--- src/rtl/sprite_mover_if.sv ---
// Sprite mover port bundle: pixel/frame controls in, committed sprite state and hit out.
interface sprite_mover_if;
   logic       frame_start;
   logic       enable;
   logic [9:0] pix_x;
   logic [9:0] pix_y;
   logic [9:0] pos_x;
   logic [9:0] pos_y;
   logic       pos_valid;
   logic       hit;
   logic [7:0] bounce_cnt;

   modport master (
      output frame_start, enable, pix_x, pix_y,
      input  pos_x, pos_y, pos_valid, hit, bounce_cnt
   );

   modport slave (
      input  frame_start, enable, pix_x, pix_y,
      output pos_x, pos_y, pos_valid, hit, bounce_cnt
   );
endinterface

--- src/rtl/sprite_mover.sv ---
// Bouncing 16x16 sprite: position commits 2 cycles after frame_start, hit 1 cycle after pix; no backpressure, frame_start outside IDLE is dropped.
// Define SPRITE_MOVER_BITMAP_EN to mask the hit box with a circle-outline ROM.
module sprite_mover #(
   parameter int H_DISPLAY = 640,
   parameter int V_DISPLAY = 480,
   parameter int SPR_SIZE  = 16,
   parameter int STEP      = 2,
   parameter int FRAME_DIV = 1
) (
   input  logic          CLK,
   input  logic          RST,
   sprite_mover_if.slave bus
);
   localparam logic [10:0] MAX_X    = 11'(H_DISPLAY - SPR_SIZE);
   localparam logic [10:0] MAX_Y    = 11'(V_DISPLAY - SPR_SIZE);
   localparam logic [10:0] STP      = 11'(STEP);
   localparam logic [7:0]  DIV_LAST = 8'(FRAME_DIV - 1);
   localparam logic [9:0]  SPR      = 10'(SPR_SIZE);

   typedef enum logic [1:0] {IDLE = 2'd0, CALC = 2'd1, COMMIT = 2'd2} state_t;

   state_t     state, state_nxt;
   logic       div_clr, div_inc, calc_en, commit_en;
   logic [7:0] div_q;
   logic [9:0] pos_x_q, pos_y_q, calc_x, calc_y, step_x, step_y;
   logic       dir_x, dir_y, calc_dir_x, calc_dir_y, step_dir_x, step_dir_y;
   logic       bnc_x, bnc_y, calc_bnc;
   logic       pos_valid_q, hit_q, hit_nxt, base_hit;
   logic [7:0] bnc_cnt_q;
   logic [9:0] dx, dy;

   // Returns {bounce, new_dir, new_pos}; dir 0 means moving toward larger coordinates.
   function automatic logic [11:0] axis_step(input logic [9:0] pos, input logic dir,
                                             input logic [10:0] max);
      logic [11:0] r;
      if (!dir) begin
         if ({1'b0, pos} + STP >= max) r = {1'b1, 1'b1, max[9:0]};
         else                          r = {1'b0, 1'b0, pos + STP[9:0]};
      end else begin
         if ({1'b0, pos} <= STP) r = {1'b1, 1'b0, 10'd0};
         else                    r = {1'b0, 1'b1, pos - STP[9:0]};
      end
      return r;
   endfunction

   always_ff @(posedge CLK or posedge RST) begin
      if (RST) state <= IDLE;
      else     state <= state_nxt;
   end

   always_comb begin
      state_nxt = state;
      div_clr   = 1'b0;
      div_inc   = 1'b0;
      calc_en   = 1'b0;
      commit_en = 1'b0;
      case (state)
         IDLE: begin
            if (bus.frame_start && bus.enable) begin
               if (div_q == DIV_LAST) begin
                  div_clr   = 1'b1;
                  state_nxt = CALC;
               end else begin
                  div_inc = 1'b1;
               end
            end
         end
         CALC: begin
            calc_en   = 1'b1;
            state_nxt = COMMIT;
         end
         COMMIT: begin
            commit_en = 1'b1;
            state_nxt = IDLE;
         end
         default: state_nxt = IDLE;
      endcase
   end

   always_comb begin
      {bnc_x, step_dir_x, step_x} = axis_step(pos_x_q, dir_x, MAX_X);
      {bnc_y, step_dir_y, step_y} = axis_step(pos_y_q, dir_y, MAX_Y);
   end

   always_ff @(posedge CLK or posedge RST) begin
      if (RST) begin
         div_q       <= 8'd0;
         calc_x      <= 10'd0;
         calc_y      <= 10'd0;
         calc_dir_x  <= 1'b0;
         calc_dir_y  <= 1'b0;
         calc_bnc    <= 1'b0;
         pos_x_q     <= 10'd0;
         pos_y_q     <= 10'd0;
         dir_x       <= 1'b0;
         dir_y       <= 1'b0;
         bnc_cnt_q   <= 8'd0;
         pos_valid_q <= 1'b0;
      end else begin
         if (div_clr)      div_q <= 8'd0;
         else if (div_inc) div_q <= div_q + 8'd1;
         if (calc_en) begin
            calc_x     <= step_x;
            calc_y     <= step_y;
            calc_dir_x <= step_dir_x;
            calc_dir_y <= step_dir_y;
            calc_bnc   <= bnc_x | bnc_y;
         end
         pos_valid_q <= commit_en;
         if (commit_en) begin
            pos_x_q <= calc_x;
            pos_y_q <= calc_y;
            dir_x   <= calc_dir_x;
            dir_y   <= calc_dir_y;
            // A corner bounce on both axes still counts as one event.
            if (calc_bnc && bnc_cnt_q != 8'hFF) bnc_cnt_q <= bnc_cnt_q + 8'd1;
         end
      end
   end

`ifdef SPRITE_MOVER_BITMAP_EN
   localparam logic [255:0] SPRITE_ROM = {
      16'h07E0, 16'h1818, 16'h2004, 16'h4002, 16'h4002, 16'h8001, 16'h8001, 16'h8001,
      16'h8001, 16'h8001, 16'h8001, 16'h4002, 16'h4002, 16'h2004, 16'h1818, 16'h07E0
   };
   logic [7:0] rom_idx;
`endif

   always_comb begin
      // Pixels left of or above the sprite wrap to large values and miss.
      dx       = bus.pix_x - pos_x_q;
      dy       = bus.pix_y - pos_y_q;
      base_hit = (dx < SPR) && (dy < SPR);
`ifdef SPRITE_MOVER_BITMAP_EN
      rom_idx  = 8'd255 - {dy[3:0], dx[3:0]};
      hit_nxt  = base_hit & SPRITE_ROM[rom_idx];
`else
      hit_nxt  = base_hit;
`endif
   end

   always_ff @(posedge CLK or posedge RST) begin
      if (RST) hit_q <= 1'b0;
      else     hit_q <= hit_nxt;
   end

   assign bus.pos_x      = pos_x_q;
   assign bus.pos_y      = pos_y_q;
   assign bus.pos_valid  = pos_valid_q;
   assign bus.hit        = hit_q;
   assign bus.bounce_cnt = bnc_cnt_q;
endmodule

--- src/flat_wrapper.sv ---
// flat-port wrapper written by rule: the top's interface ports become plain ports
module sprite_mover_flat 
#(
   parameter int H_DISPLAY = 640,
   parameter int V_DISPLAY = 480,
   parameter int SPR_SIZE  = 16,
   parameter int STEP      = 2,
   parameter int FRAME_DIV = 1
)
  (CLK, RST, bus_frame_start, bus_enable, bus_pix_x, bus_pix_y, bus_pos_x, bus_pos_y, bus_pos_valid, bus_hit, bus_bounce_cnt);
  sprite_mover_if bus_i ();
  input  logic CLK;
  input  logic RST;
  input wire logic [$bits(bus_i.frame_start)-1:0] bus_frame_start;
  input wire logic [$bits(bus_i.enable)-1:0] bus_enable;
  input wire logic [$bits(bus_i.pix_x)-1:0] bus_pix_x;
  input wire logic [$bits(bus_i.pix_y)-1:0] bus_pix_y;
  output wire logic [$bits(bus_i.pos_x)-1:0] bus_pos_x;
  output wire logic [$bits(bus_i.pos_y)-1:0] bus_pos_y;
  output wire logic [$bits(bus_i.pos_valid)-1:0] bus_pos_valid;
  output wire logic [$bits(bus_i.hit)-1:0] bus_hit;
  output wire logic [$bits(bus_i.bounce_cnt)-1:0] bus_bounce_cnt;
  assign bus_i.frame_start = bus_frame_start;
  assign bus_i.enable = bus_enable;
  assign bus_i.pix_x = bus_pix_x;
  assign bus_i.pix_y = bus_pix_y;
  assign bus_pos_x = bus_i.pos_x;
  assign bus_pos_y = bus_i.pos_y;
  assign bus_pos_valid = bus_i.pos_valid;
  assign bus_hit = bus_i.hit;
  assign bus_bounce_cnt = bus_i.bounce_cnt;
  sprite_mover #(.H_DISPLAY(H_DISPLAY), .V_DISPLAY(V_DISPLAY), .SPR_SIZE(SPR_SIZE), .STEP(STEP), .FRAME_DIV(FRAME_DIV)) u_core (.CLK(CLK), .RST(RST), .bus(bus_i));
endmodule
--- config.mk ---
export PLATFORM = sky130hd
export DESIGN_NAME = sprite_mover_flat
export DESIGN_NICKNAME = d
export VERILOG_FILES = /design/src/rtl/sprite_mover_if.sv /design/src/rtl/sprite_mover.sv /design/src/flat_wrapper.sv
export SDC_FILE = /design/constraint.sdc
export NUM_CORES = 1
export LEC_CHECK = 0
export BUFFER_PORTS_ARGS = -buffer_cell sky130_fd_sc_hd__buf_2
export CAP_MARGIN = 15
export CORE_MARGIN = 3
export CORE_UTILIZATION = 50
export CTS_CLUSTER_DIAMETER = 50
export DETAILED_ROUTE_END_ITERATION = 6
export PLACE_DENSITY = 0.71
export SLEW_MARGIN = 30
export SYNTH_ARGS = -nofsm -noshare
export SYNTH_HDL_FRONTEND = slang
export SYNTH_SLANG_ARGS = --single-unit
--- constraint.sdc ---
create_clock -name CLK -period 7.35 [get_ports CLK]
set_clock_uncertainty 0.1 [all_clocks]
set_input_delay 0.3675 -clock CLK [delete_from_list [all_inputs] [get_ports CLK]]
set_output_delay 0.3675 -clock CLK [all_outputs]
set_load 0.01 [all_outputs]
==> summary.txt, run 1 <==
Worst setup path
  – CP max stage delay: 0.54 ns
  – Crit-path cells: inv_1, ha_1, a2111oi_2, o31ai_1, or3_1, a221o_1, nor4_2
  – R2r setup slk: 4.55 ns
  – Req. time, crit path: 7.50 ns
  – R2R cell count: 7
  – Critical path class: reg -> reg
  – Crit-path leading delay family: compound AO/OA/AOI/OAI gates
  – Crit Path Max Fanout: 11
  – Worst path buffer plus inverter count: 1
  – R2R Path Start: u_core.bus.pos_x[1]
  – CP endpoint kind: flip-flop
  – Worst Setup SP: u_core.bus.pos_x[1]
  – Critical Path Stages: 7
  – Critical R2R Capture: u_core.bus.hit
  – CP max-delay cell: dfrtp_1
  – CP Launch Type: flip-flop
  – Worst setup path endpoint: u_core.bus.hit
  – CP arrival: 2.95 ns

Power and ir drop
  – Peak supply drop: 0.0001821 V
  – Seq pwr share: 36.1%
  – Comb power frac: 47.9%
  – Clock Power Share: 16.0%
  – Sw frac: 44.82%
  – Leakage power: 2.080 nW
  – Int Pwr: 1.012 mW
  – P per Cell Area: just under 400 mW/mm2
  – Switching pwr: ~0.82 mW
  – Overall Power: 1.834 mW

Clock network
  – CTS Buffer Depth: 2
  – Htree depth: 3
  – TritonCTS clock tree: built
  – Worst-path clk slew: 0.07 ns
  – Clk Latency, worst-skew pair: between 0.3 and 0.4 ns
  – Clk sinks: 65
  – Post-CTS Setup Bufs: 0
  – Post_cts resized: 0
  – CTS Buf Count: 9
  – Root buffer cell: clkbuf_8
  – Hold Buf Count CTS: 0

GRT
  – Initial antenna violation count: 0
  – Global-route wire length before repair: between 15 and 20 mm
  – Total gr overflow: 0
  – Vias in the first global route: 3,442
  – Pin count of the biggest net entering global routing: 66
  – Gr usage total: 21.43%

Synth
  – Yosys reg bits: 65
  – Sequential share of the synthesized area: 38.92%
  – Largest area contributor in the netlist: dfrtp_1
  – Synthesized area: between 0.004 and 0.005 mm2
  – Synth cell types: 62
  – Async S/R FF share, synth: 100.0%
  – Post-synthesis cell count: 474
  – Synthesized net count: 523
  – Synth warn: 0
  – Number of synthesized flops with an enable pin: 0
  – Largest cells by area after synthesis: dfrtp_1 (39%), ha_1 (7.5%), xnor2_1 (6.3%)
  – Synthesized area per cell: approximately 9 um2
  – Top_reg_cell synth: dfrtp_1
  – Post-synth top area share: 38.92%

STA
  – Min cycle time layout: 2.799 ns
  – Final setup viols: 0
  – Actual slew at the worst max-slew pin: 0.8529 ns
  – Setup_tns: 0 ns
  – Tcrit/Tclk final: 38.09%
  – Relative slew slack: 42.70%
  – Final worst slack: 4.551 ns
  – Final Max Tran Viols: 0
  – Fin. Hold Viols: 0
  – Fmax: approximately 0.36 GHz
  – RSZ-0062 raised after global routing: false

Drt
  – Final wirelength: ~9.8 mm
  – DRC: 0
  – WL per Instance: between 15 and 20 um
  – Initial DRC Count: ~180
  – DRT Pass-1 Iters: 5
  – Antenna Nets Post-Route: 0
  – Total number of vias: 3,619
  – Vias per cell: 5.847

Place
  – Port Buffer Count: 53
  – Final RePlAce weighted congestion: 0.8829
  – HPWL after DPL: 7.097 mm
  – Pre-CTS WS: 4.586 ns

Hold path
  – Hold crit path type: in -> async

Die
  – Die width: 97.42 um
  – DIE AREA: approximately 0.0095 mm2
  – Initial Util: 52.71%
  – I/O pins: 54
  – Row count: 32
  – Floorplan core area: 0.007928 mm2
  – Vert. Die Dim: 97.42 um

Finish
  – Fin nets: 562
  – Fillers: 725
  – Inserted Diodes: 0
  – Fraction of layout cells with a size suffix above 1: 16.83%
  – Area Overhead vs Synth: 11.83%

Job
  – Max-Cap Viols: 0

Outcome
  – Status: finished, final reports clean
## cells in the mapped netlist (3+ instances only)
library cell  instances
nand2b_1              7
nand2_1              50
clkbuf_1             15
o21ai_0              21
ha_1                 25
o22a_1                6
buf_1                 3
inv_2                 4
and3_1               10
a221oi_1              3
xor2_1                5
dfrtp_1              65
a21oi_1              23
xnor2_1              30
nor3_1                9
a21o_1                5
o22ai_1               4
and2_1                3
o21a_1                4
nand4_1               9
buf_2                 9
o21ai_1              21
and4_1                3
a31oi_1               8
mux2_2                6
nor2_1               30
o31ai_1               5
nor4_1                4
o211ai_1              3
nand3_1              24
inv_1                22
## state kept, by name, summed over array words and instances (netlist names)
name                   flops
u_core.bus.pos_x          10
u_core.bus.pos_y          10
u_core.calc_x             10
u_core.calc_y             10
u_core.bus.bounce_cnt      8
u_core.div_q               8
u_core.state               2
u_core.bus.hit             1
u_core.bus.pos_valid       1
u_core.calc_bnc            1
u_core.calc_dir_x          1
u_core.calc_dir_y          1
u_core.dir_x               1
u_core.dir_y               1
## through the flow
| stage | area [um2] | cells | hold slack, ns | utilization, % |
|---|---|---|---|---|
| 3_5_place_dp | 4488 | 604 | 0.3640 | 56.61 |
| 2_1_floorplan | 4179 | 474 | 0.3386 | - |
| 5_1_grt | 4673 | 619 | 0.1811 | 58.95 |
| 3_3_place_gp | 4477 | 604 | 0.3532 | 56.47 |
| 6_report | 4673 | 619 | 0.1469 | 58.95 |
| 4_1_cts | 4673 | 619 | 0.1767 | 58.95 |
## power groups by stage
| stage | clock network (mW) | logic, mW | registers (mW) |
|---|---|---|---|
| floorplan | 0 | 0.726 | 0.583 |
| global placement | 0 | 0.856 | 0.659 |
| detailed placement | 0 | 0.872 | 0.666 |
| CTS | 0.303 | 0.879 | 0.659 |
| global route | 0.318 | 0.984 | 0.687 |
| finish | 0.293 | 0.878 | 0.663 |
## area by class of cell
class	instances	area [um2]	area share (%)
Multi-Input combinational cell	355	2352	50.33
Sequential cell	65	1627	34.81
Timing Repair Buffer	55	280.3	5.997
Clock buffer	10	127.6	2.731
Tap cell	102	127.6	2.731
Inverter	27	101.3	2.169
Clock inverter	5	57.56	1.232
## kinds of logic after synthesis
| kind of cell | after synthesis | share of synthesized area, % |
|---|---|---|
| xor+xnor | 35 | 7.335 |
| compound gates | 126 | 19.88 |
| buf+inv | 54 | 5.119 |
| simple gates | 160 | 18.86 |
| fa+ha+maj | 25 | 7.485 |
| flops | 65 | 38.92 |
| mux | 9 | 2.395 |
## metal layers
layer  part of all wire (%)  routed length (um)  GRT usage, %  up-vias
met3                    4.5                 442         4.666       20
li1                       -                   -             -     1777
met5                      0                   0             0        -
met4                    1.9                 187         7.455        0
met1                     46                4450         28.62     1731
met2                     48                4680         34.48       91
## worst min-delay path by stage
stage | end | slack [ns] | startpoint | depth (start not counted)
final | u_core.bus.bounce_cnt[6] | 0.15 | RST | 3
after detailed placement | u_core.state[0] | 0.36 | u_core.state[1] | 1
after floorplan | u_core.state[0] | 0.34 | u_core.state[1] | 1
after global routing | u_core.state[0] | 0.18 | bus_enable | 3
after global placement | u_core.state[0] | 0.35 | u_core.state[1] | 1
after CTS | u_core.bus.bounce_cnt[2] | 0.18 | RST | 3
## tightest hold or removal path: stages
cell and delay (ns):
buf_2 0.10, inv_2 0.03, buf_4 0.63
## layout by cell type (no fill, tap or decap), types with 3 or more instances in the layout
cell,Yosys,final
nand4_1,9,9
xor2_1,5,5
o31ai_1,5,5
o21a_1,4,4
and2_1,3,3
dfrtp_1,65,65
o22ai_1,4,4
clkinvlp_4,0,3
clkbuf_8,0,9
o22a_1,6,6
nand3_1,24,24
nor2_1,30,30
a221oi_1,3,3
ha_1,25,25
a21o_1,5,5
nor4_1,4,4
mux2_2,6,6
and4_1,3,3
o21ai_1,21,21
a31oi_1,8,8
a21oi_1,23,23
nand2_1,50,50
o21ai_0,21,21
buf_2,9,53
nor3_1,9,9
inv_1,22,21
xnor2_1,30,30
inv_2,4,5
o211ai_1,3,3
nand2b_1,7,7
and3_1,10,10
Note: power is estimated with default switching activity, not from simulation.
==> run 2, diff against run 1 <==
Clock period 7.35 ns to 2.9 ns, I/O delays scaled along.
==> summary.txt, run 2 (synthesis gave the netlist of run 1 again) <==
Drt
  – Total number of vias: 3,627 (was 3,619)
  – Antenna Nets Post-Route: 0 (unchanged)
  – DRC: 0 (unchanged)
  – Vias per cell: 5.748 (was 5.847)
  – DRT Pass-1 Iters: 4 (was 5)
  – Initial DRC Count: 190 (was 177)
  – Final wirelength: 10.14 mm (was 9.760 mm)
  – WL per Instance: 16.07 um (was 15.77 um)

Clock network
  – Htree depth: 3 (unchanged)
  – CTS Buffer Depth: 2 (unchanged)
  – Post-CTS Setup Bufs: 0 (unchanged)
  – TritonCTS clock tree: built (unchanged)
  – Post_cts resized: 0 (unchanged)
  – Clk Latency, worst-skew pair: 0.34 ns (was 0.35 ns)
  – Worst-path clk slew: 0.07 ns (about the same)
  – Root buffer cell: clkbuf_8 (unchanged)
  – Clk sinks: 65 (unchanged)
  – CTS Buf Count: 9 (unchanged)

Worst setup path
  – Crit Path Max Fanout: 10 (was 11)
  – Worst path buffer plus inverter count: 1 (unchanged)
  – R2R Path Start: u_core.bus.pos_x[2] (was u_core.bus.pos_x[1])
  – Crit-path cells: inv_1, ha_1, a2111oi_2, o31ai_1, or3_1, a221o_1, nor4_2 (unchanged)
  – Worst Setup SP: u_core.bus.pos_x[2] (was u_core.bus.pos_x[1])
  – CP arrival: 2.80 ns (was 2.95 ns)
  – CP Launch Type: flip-flop (unchanged)
  – Crit-path leading delay family: compound AO/OA/AOI/OAI gates (unchanged)
  – Critical path class: reg -> reg (unchanged)
  – Req. time, crit path: 3.04 ns (was 7.50 ns)
  – CP max stage delay: 0.50 ns (was 0.54 ns)
  – CP endpoint kind: flip-flop (unchanged)
  – CP max-delay cell: dfrtp_1 (unchanged)

Finish
  – Commonest cells after routing, fill and taps aside: dfrtp_1 (65), buf_2 (53), nand2_1 (50) (unchanged)
  – Fraction of layout cells with a size suffix above 1: 17.96% (was 16.83%)
  – Fin nets: 574 (was 562)
  – Fillers: 691 (was 725)
  – Commonest non-fill, non-tap cell in the layout: dfrtp_1 (unchanged)
  – Area Overhead vs Synth: 13.41% (was 11.83%)
  – Inserted Diodes: 0 (unchanged)
  – Final core occ: 59.79% (was 58.95%)

Power and ir drop
  – Leakage power: 2.133 nW (was 2.080 nW)
  – Peak supply drop: 0.0005162 V (was 0.0001821 V)
  – P per Cell Area: 979.0 mW/mm2 (was 392.4 mW/mm2)

Job
  – Max-Cap Viols: 0 (unchanged)

Place
  – Port Buffer Count: 53 (unchanged)
  – Pre-CTS WS: 0.2914 ns (was 4.586 ns)
  – HPWL after DPL: 7.529 mm (was 7.097 mm)
  – Final RePlAce weighted congestion: 0.8976 (was 0.8829)

STA
  – Final setup viols: 0 (unchanged)
  – RSZ-0062 raised after global routing: false (unchanged)
  – Fin. Hold Viols: 0 (unchanged)
  – Final worst slack: 0.2438 ns (was 4.551 ns)
  – Final Max Tran Viols: 0 (unchanged)
  – Tcrit/Tclk final: 91.59% (was 38.09%)
  – Hold WS: 0.2008 ns (was 0.1469 ns)
  – Fmax: 0.3765 GHz (was 0.3572 GHz)
  – Actual slew at the worst max-slew pin: 0.6474 ns (was 0.8529 ns)
  – Relative slew slack: 56.44% (was 42.70%)
  – Setup_tns: 0 ns (unchanged)
  – Min cycle time layout: 2.656 ns (was 2.799 ns)

Hold path
  – Hold path start: bus_pix_x[8]
  – Hold crit path type: in -> reg (was in -> async)

Die
  – Die width: 97.42 um (unchanged)
  – Floorplan core area: 0.007928 mm2 (unchanged)
  – I/O pins: 54 (unchanged)
  – Vert. Die Dim: 97.42 um (unchanged)
  – Initial Util: 52.71% (unchanged)
  – Row count: 32 (unchanged)
  – DIE AREA: 0.009491 mm2 (unchanged)

Outcome
  – Status: finished, final reports clean (unchanged)

GRT
  – Global-route wire length before repair: 17.04 mm (was 16.71 mm)
  – Total gr overflow: 0 (unchanged)
  – Gr usage total: 21.81% (was 21.43%)
  – Pin count of the biggest net entering global routing: 50 (was 66)
  – Vias in the first global route: 3,559 (was 3,442)
  – Initial antenna violation count: 0 (unchanged)
==> run 2: changes by cell type in the layout (fill, tap and decap cells not counted) <==
cell           before  now
clkinv_2            1    2
o41ai_4             1    0
inv_4               0    1
buf_4               2   11
o41ai_2             0    1
clkbuf_1            1    2
clkbuf_8            9   10
bufinv_16           1    0
inv_2               5    4
clkinvlp_4          3    1
dlygate4sd3_1       0    3
==> run 2: area by class of cell <==
cell class | count | area (um2) | share of cell area (%)
Clock buffer | 12 | 145.1 | 3.062
Clock inverter | 3 | 17.52 | 0.3696
Inverter | 27 | 103.9 | 2.191
Multi-Input combinational cell | 355 | 2341 | 49.39
Sequential cell | 65 | 1627 | 34.32
Tap cell | 102 | 127.6 | 2.693
Timing Repair Buffer | 67 | 377.9 | 7.973
==> run 2: path summary, 6_finish.rpt <==
check / end / slack, ns / cells past startpoint
setup / recovery: u_core.bus.hit / 0.24 / 7
hold / removal: u_core.bus.hit / 0.20 / 4
setup reg to reg: u_core.bus.hit / 0.24 / 7
hold reg to reg: u_core.bus.pos_y[2] / 0.38 / 2
max in group asynchronous: u_core.calc_y[3] / 1.79 / 4
min in group asynchronous: u_core.div_q[0] / 0.34 / 3
==> run 2: repair_timing <==
item                                    CTS  global route
hold endpoints to repair                 48             0
endpoints found under the setup margin    0             0
hold buffers                              3             0
==> run 2: report_power, final <==
part / switching [mW] / leakage [nW] / internal, mW
clock: 0.325 / 0.0822 / 0.326
combinational: 1.33 / 1.21 / 1.02
sequential: 0.427 / 0.839 / 1.22
total: 2.08 / 2.13 / 2.56
==> run 2: per-stage QoR <==
stage          std cells  area (um2)  power (mW)
3_3_place_gp         613        4544       3.906
2_1_floorplan        474        4179       3.316
6_report             631        4740       4.640
4_1_cts              631        4740       4.652
3_5_place_dp         613        4547       3.971
5_1_grt              631        4740       5.029
==> run 2: routing by layer <==
| metal | routed length (um) | track usage, % | share of wire [%] | vias up |
|---|---|---|---|---|
| met1 | 4448 | 28.78 | 44 | 1724 |
| met3 | 474 | 4.953 | 4.7 | 12 |
| li1 | - | - | - | 1813 |
| met5 | 0 | 0 | 0 | - |
| met4 | 135 | 7.348 | 1.3 | 0 |
| met2 | 5081 | 35.42 | 50 | 78 |
==> run 2: tightest hold or removal path, stage by stage <==
cell	delay, ns
buf_2	0.08
ha_1	0.18
xnor2_1	0.15
nor4_2	0.05
